## config.mk

```make
export PLATFORM = sky130hd
export DESIGN_NAME = branch_resolver
export DESIGN_NICKNAME = d
export VERILOG_FILES = /design/src/rtl/branch_resolver.sv
export SDC_FILE = /design/constraint.sdc
export NUM_CORES = 1
export LEC_CHECK = 0
export ABC_CLOCK_PERIOD_IN_PS = 3700
export BUFFER_PORTS_ARGS = -buffer_cell sky130_fd_sc_hd__buf_2
export CAP_MARGIN = 20
export CORE_MARGIN = 8
export CORE_UTILIZATION = 60
export CTS_CLUSTER_SIZE = 10
export DETAILED_ROUTE_END_ITERATION = 12
export GPL_TIMING_DRIVEN = 1
export PLACE_DENSITY = 0.84
export SYNTH_ARGS = -nofsm -noshare
export SYNTH_HDL_FRONTEND = slang
export SYNTH_SLANG_ARGS = --single-unit
```

## constraint.sdc

```tcl
create_clock -name clk -period 3.7 [get_ports clk]
set_input_delay 0.37 -clock clk [delete_from_list [all_inputs] [get_ports clk]]
set_output_delay 0.37 -clock clk [all_outputs]
set_load 0.01 [all_outputs]
```

## src/rtl/branch_resolver.sv

```systemverilog
// -----------------------------------------------------------------------------
// branch_resolver
//
// Tracks in-flight conditional branches between the predictor and the execute
// stage. Each fetched branch allocates one slot in a circular queue; the
// predictor's answer arrives one cycle later and is captured into that slot.
// When execute resolves the oldest branch, the stored prediction is compared
// with the real outcome. The block then trains the predictor, keeps hit/miss
// statistics and flushes the queue on a misprediction.
//
// Parameters
//   DEPTH          number of in-flight entries (power of two, 2..16)
//   CW             width of the statistics counters
//
// Ports
//   clk            rising-edge clock
//   rst_n          asynchronous active-low reset
//   fetch_branch   front end wants a prediction for a new branch this cycle
//   pred_request   combinational strobe to the predictor (fetch and not stalled)
//   prediction     predictor answer, valid the cycle after pred_request
//   exec_valid     execute resolves the oldest in-flight branch this cycle
//   exec_taken     actual outcome of that branch (1 = taken)
//   result         registered one-cycle pulse: train the predictor
//   taken          registered training outcome, meaningful while result = 1
//   mispredict     registered one-cycle pulse on a wrong prediction
//   stall          registered: all DEPTH entries are occupied
//   resolved_cnt   saturating count of accepted resolutions
//   mispredict_cnt saturating count of mispredictions
//   proto_err      sticky: exec_valid arrived with nothing outstanding
// -----------------------------------------------------------------------------
module branch_resolver #(
  parameter int DEPTH = 4,
  parameter int CW    = 16
) (
  input  logic          clk,
  input  logic          rst_n,
  input  logic          fetch_branch,
  output logic          pred_request,
  input  logic          prediction,
  input  logic          exec_valid,
  input  logic          exec_taken,
  output logic          result,
  output logic          taken,
  output logic          mispredict,
  output logic          stall,
  output logic [CW-1:0] resolved_cnt,
  output logic [CW-1:0] mispredict_cnt,
  output logic          proto_err
);

  localparam int PW = (DEPTH > 1) ? $clog2(DEPTH) : 1;
  localparam int NW = $clog2(DEPTH + 1);
  localparam logic [NW-1:0] FULL = NW'(DEPTH);

  // Queue storage and bookkeeping
  logic [DEPTH-1:0] pred_q;
  logic [PW-1:0]    head;
  logic [PW-1:0]    tail;
  logic [NW-1:0]    count;
  logic             pend;       // an entry is waiting for its prediction
  logic [PW-1:0]    pend_idx;   // which entry that is

  logic             alloc;
  logic             resolve;
  logic             head_pred;
  logic             flush;

  logic [PW-1:0]    head_next;
  logic [PW-1:0]    tail_next;
  logic [NW-1:0]    count_next;
  logic             pend_next;

  // Reset gates the request so the predictor sees nothing while held in reset.
  assign pred_request = fetch_branch & ~stall & rst_n;
  assign alloc        = pred_request;
  assign resolve      = exec_valid & (count != '0);

  // The head may be the entry whose prediction is arriving right now; in that
  // case the stored bit is stale, so compare against the live input instead.
  assign head_pred = (pend && (pend_idx == head)) ? prediction : pred_q[head];
  assign flush     = resolve & (head_pred != exec_taken);

  // NOTE: every variable gets a default before any branch so no latch is inferred.
  always_comb begin
    head_next  = head;
    tail_next  = tail;
    count_next = count;
    pend_next  = 1'b0;
    if (flush) begin
      // Everything younger than the mispredicted branch is on the wrong path,
      // including a branch being allocated at this very edge.
      head_next  = tail;
      count_next = '0;
    end else begin
      if (resolve) head_next = head + 1'b1;
      if (alloc) begin
        tail_next = tail + 1'b1;
        pend_next = 1'b1;
      end
      // Full queue stalls allocation, so this never exceeds DEPTH.
      count_next = count + NW'(alloc) - NW'(resolve);
    end
  end

  // NOTE: sequential state uses non-blocking assignments so all flops update together.
  always_ff @(posedge clk or negedge rst_n) begin
    if (!rst_n) begin
      head           <= '0;
      tail           <= '0;
      count          <= '0;
      pend           <= 1'b0;
      pend_idx       <= '0;
      result         <= 1'b0;
      taken          <= 1'b0;
      mispredict     <= 1'b0;
      stall          <= 1'b0;
      resolved_cnt   <= '0;
      mispredict_cnt <= '0;
      proto_err      <= 1'b0;
    end else begin
      head       <= head_next;
      tail       <= tail_next;
      count      <= count_next;
      pend       <= pend_next;
      pend_idx   <= alloc ? tail : pend_idx;
      result     <= resolve;
      taken      <= resolve & exec_taken;
      mispredict <= flush;
      stall      <= (count_next == FULL);
      if (resolve && (resolved_cnt != '1))
        resolved_cnt <= resolved_cnt + 1'b1;
      if (flush && (mispredict_cnt != '1))
        mispredict_cnt <= mispredict_cnt + 1'b1;
      if (exec_valid && (count == '0))
        proto_err <= 1'b1;
    end
  end

  // NOTE: the prediction array has no reset; a slot is only read after it was
  // allocated, and a pending slot is bypassed from the live input.
  always_ff @(posedge clk) begin
    if (pend && !flush)
      pred_q[pend_idx] <= prediction;
  end

endmodule
```

==> out/metrics.yaml <==
worst_setup_path:
  r2r-start: "head[0]"
  crit_fanout: 9
  worstPathRequired_ns: 3.77
  worst_setup_path_end_kind: "register"
  cp-start-kind: "register"
  ff2ff_path_depth: 5
  regToRegEndpoint: "pred_q[3]"
  cp_data_arrival_time_ns: 2.44
  crit_end: "pred_q[3]"
  reg2reg_slack_ns: 1.33
  critPathLaunch: "head[0]"
  critPathKind: "register to register"
finish:
  syn2layout_area_growth_pct: 11.6
  n_antenna_cell: 0
  fin_area_um2: 3100
  nNetsFinal: 314
  instances_no_fill: 357
  drive_above_1_share_pct: 23.6
sta:
  period_share_pct: 64.2
  worst_pin_slew_ns: 0.817
  setup_viol: 0
  setup_ws_ns: 1.33
  hold_slack_ns: 0.220
  fin_tns_setup_ns: 0
  slew_viol_final: 0
  rsz0062_at_grt: "false"
  finalCriticalPeriod_ns: 2.37
  fin_skew_ns: 0.00554
  relSlewSlack_pct: 45.1
  fmax_mhz: 421
  finalHoldViolCount: 0
yosys:
  yosysTopAreaCellShare_pct: 42.3
  async_flop_share_pct: 92.2
  ys_ff_latch: 51
  syn_area_per_cell_um2: 10.6
  ys_types: 63
  synth_commonest_cells: "dfrtp_1 (47), nand2_1 (24), xor2_1 (19), nor2_1 (17), nand4_1 (16)"
  synth_edf_count: 4
  post-synth-top-count-cell: "dfrtp_1"
  netlist_area_um2: 2780
  ys.flop_type: "dfrtp_1"
  yosysSeqAreaShare_pct: 46.6
  ys_top_cells_by_area: "dfrtp_1 (42%), xor2_1 (6.0%), xnor2_1 (4.4%)"
  syn_inst: 263
  syn-num-nets: 273
  synth_area_leader_cell: "dfrtp_1"
  yosysWarnings: 0
die:
  design.die.area_um2: 7070
  core_area_um2: 4410
  dieHeight_um: 84.1
  num_rows: 24
  fp.dieW_um: 84.1
  start_util_pct: 63.0
  ios: 44
clocking:
  cts-buffers-inserted: 5
  ctsLongestPathBuffers: 2
  cts_resized: 0
  cts.sinks: 51
  cts_tree: "done"
  clk_root_buffer_cell: "clkbuf_8"
  cts_setup_buffers: 0
  clk_pin_slew_ns: 0.09
  clk-insertion-delay-late_ns: 0.31
  holdBufCountCts: 0
  htree_num_levels: 2
grt:
  met2_usage_pct: 27.3
  grt_max_degree: 48
  met3_usage_pct: 3.91
  grt_usage_pct: 18.2
  antenna_found_initial: 0
  grt-busiest-layer: "met2"
  grt_pass1_wl_um: 10700
  met1_usage_pct: 24.5
  overflow: 0
  grt_pass1_vias: 2171
route:
  routedWlPerCell_um: 17.2
  wirelength_um: 6150
  antenna_left: 0
  drt_iter0_drc: 213
  drcViolationCount: 0
  first_pass_iters: 4
  viasPerCell: 5.99
  num_vias: 2139
pwr:
  power_leakage_uw: 0.00146
  power.density_nw_per_um2: 646
  vdd_ir_drop_max_mv: 0.372
flow_run:
  cap_violations: 0
place:
  dp_hpwl_um: 4460
  numPortBuffers: 43
  gp_congestion: 0.935
  postPlaceCellArea_um2: 3000
  place_inst: 349
  dp_slack_ns: 1.35
min_path:
  hp-class: "input pin to async pin"
run_status:
  outcome: "finished, final reports clean"
-- final cells by class --
type,instances,area [um^2]
well taps,52,65.1
fillers,346,1310
clock buffers,5,68.8
repair buffers,45,230
flip-flops and latches,51,1300
inverters,10,37.5
clock inverters,3,28.8
multi-input cells,191,1380
-- power by group --
| group | total, uW | leakage [uW] | switching [uW] | internal [uW] |
|---|---|---|---|---|
| clock | 338 | 0.0000502 | 198 | 140 |
| combinational | 782 | 0.000779 | 449 | 333 |
| sequential | 884 | 0.000626 | 185 | 698 |
-- sequential cells by signal (all words and copies together) (netlist names), 2 cells and up --
name and count:
pend_idx 2, tail 2, mispredict_cnt 16, count 3
head 2, resolved_cnt 16, pred_q 4
-- stage by stage --
| stage | power [uW] | util [%] |
|---|---|---|
| global route | 2130 | 70.3 |
| finish | 2000 | 70.3 |
| floorplan | 1460 | - |
| detailed placement | 1670 | 68.1 |
| CTS | 2010 | 70.3 |
| global placement | 1630 | 68.1 |
-- routing by layer --
metal | part of all wire (%) | wire, um | up-vias
li1 | - | - | 1037
met5 | 0 | 0 | -
met3 | 5.2 | 319 | 14
met2 | 47 | 2890 | 64
met1 | 46 | 2810 | 1024
met4 | 2.2 | 137 | 0
-- worst max-delay path, stage by stage (launching register included) --
cell	delay, ns
dfrtp_1	0.50
mux4_2	0.59
o31a_2	0.20
o21ai_2	0.24
and3_1	0.48
nor3b_2	0.11
-- layout by cell type (no fill, tap or decap), types with 10 or more instances in the layout --
cell and n:
nand3_1 12, buf_2 43, inv_1 10, nand2_1 24, nand4_1 16, nor3_1 12, dfrtp_1 47, xor2_1 19
nor2_1 17, xnor2_1 14
-- worst min-delay path by stage --
stage	depth (start not counted)	end	start	slack [ns]
detailed placement	1	proto_err	proto_err	0.46
floorplan	0	count[0]	rst_n	0.07
global route	2	resolved_cnt[1]	rst_n	0.28
finish	2	mispredict_cnt[7]	rst_n	0.22
global placement	1	proto_err	proto_err	0.46
CTS	2	resolved_cnt[1]	rst_n	0.24
-- kinds of logic (layout without fill, tap and decap cells) --
kind of cell             Yosys count  after routing  synth area share [%]
XOR/XNOR                          33             33                  10.4
buffers and inverters             21             63                  3.92
flip-flops                        51             51                  46.6
multiplexers                       7              7                  3.20
adder cells (fa/ha/maj)            4              4                  2.07
AND/OR/NAND/NOR                  117            117                  24.8
AO/OA/AOI/OAI                     30             30                  9.00
Note: power is estimated with default switching activity, not from simulation.
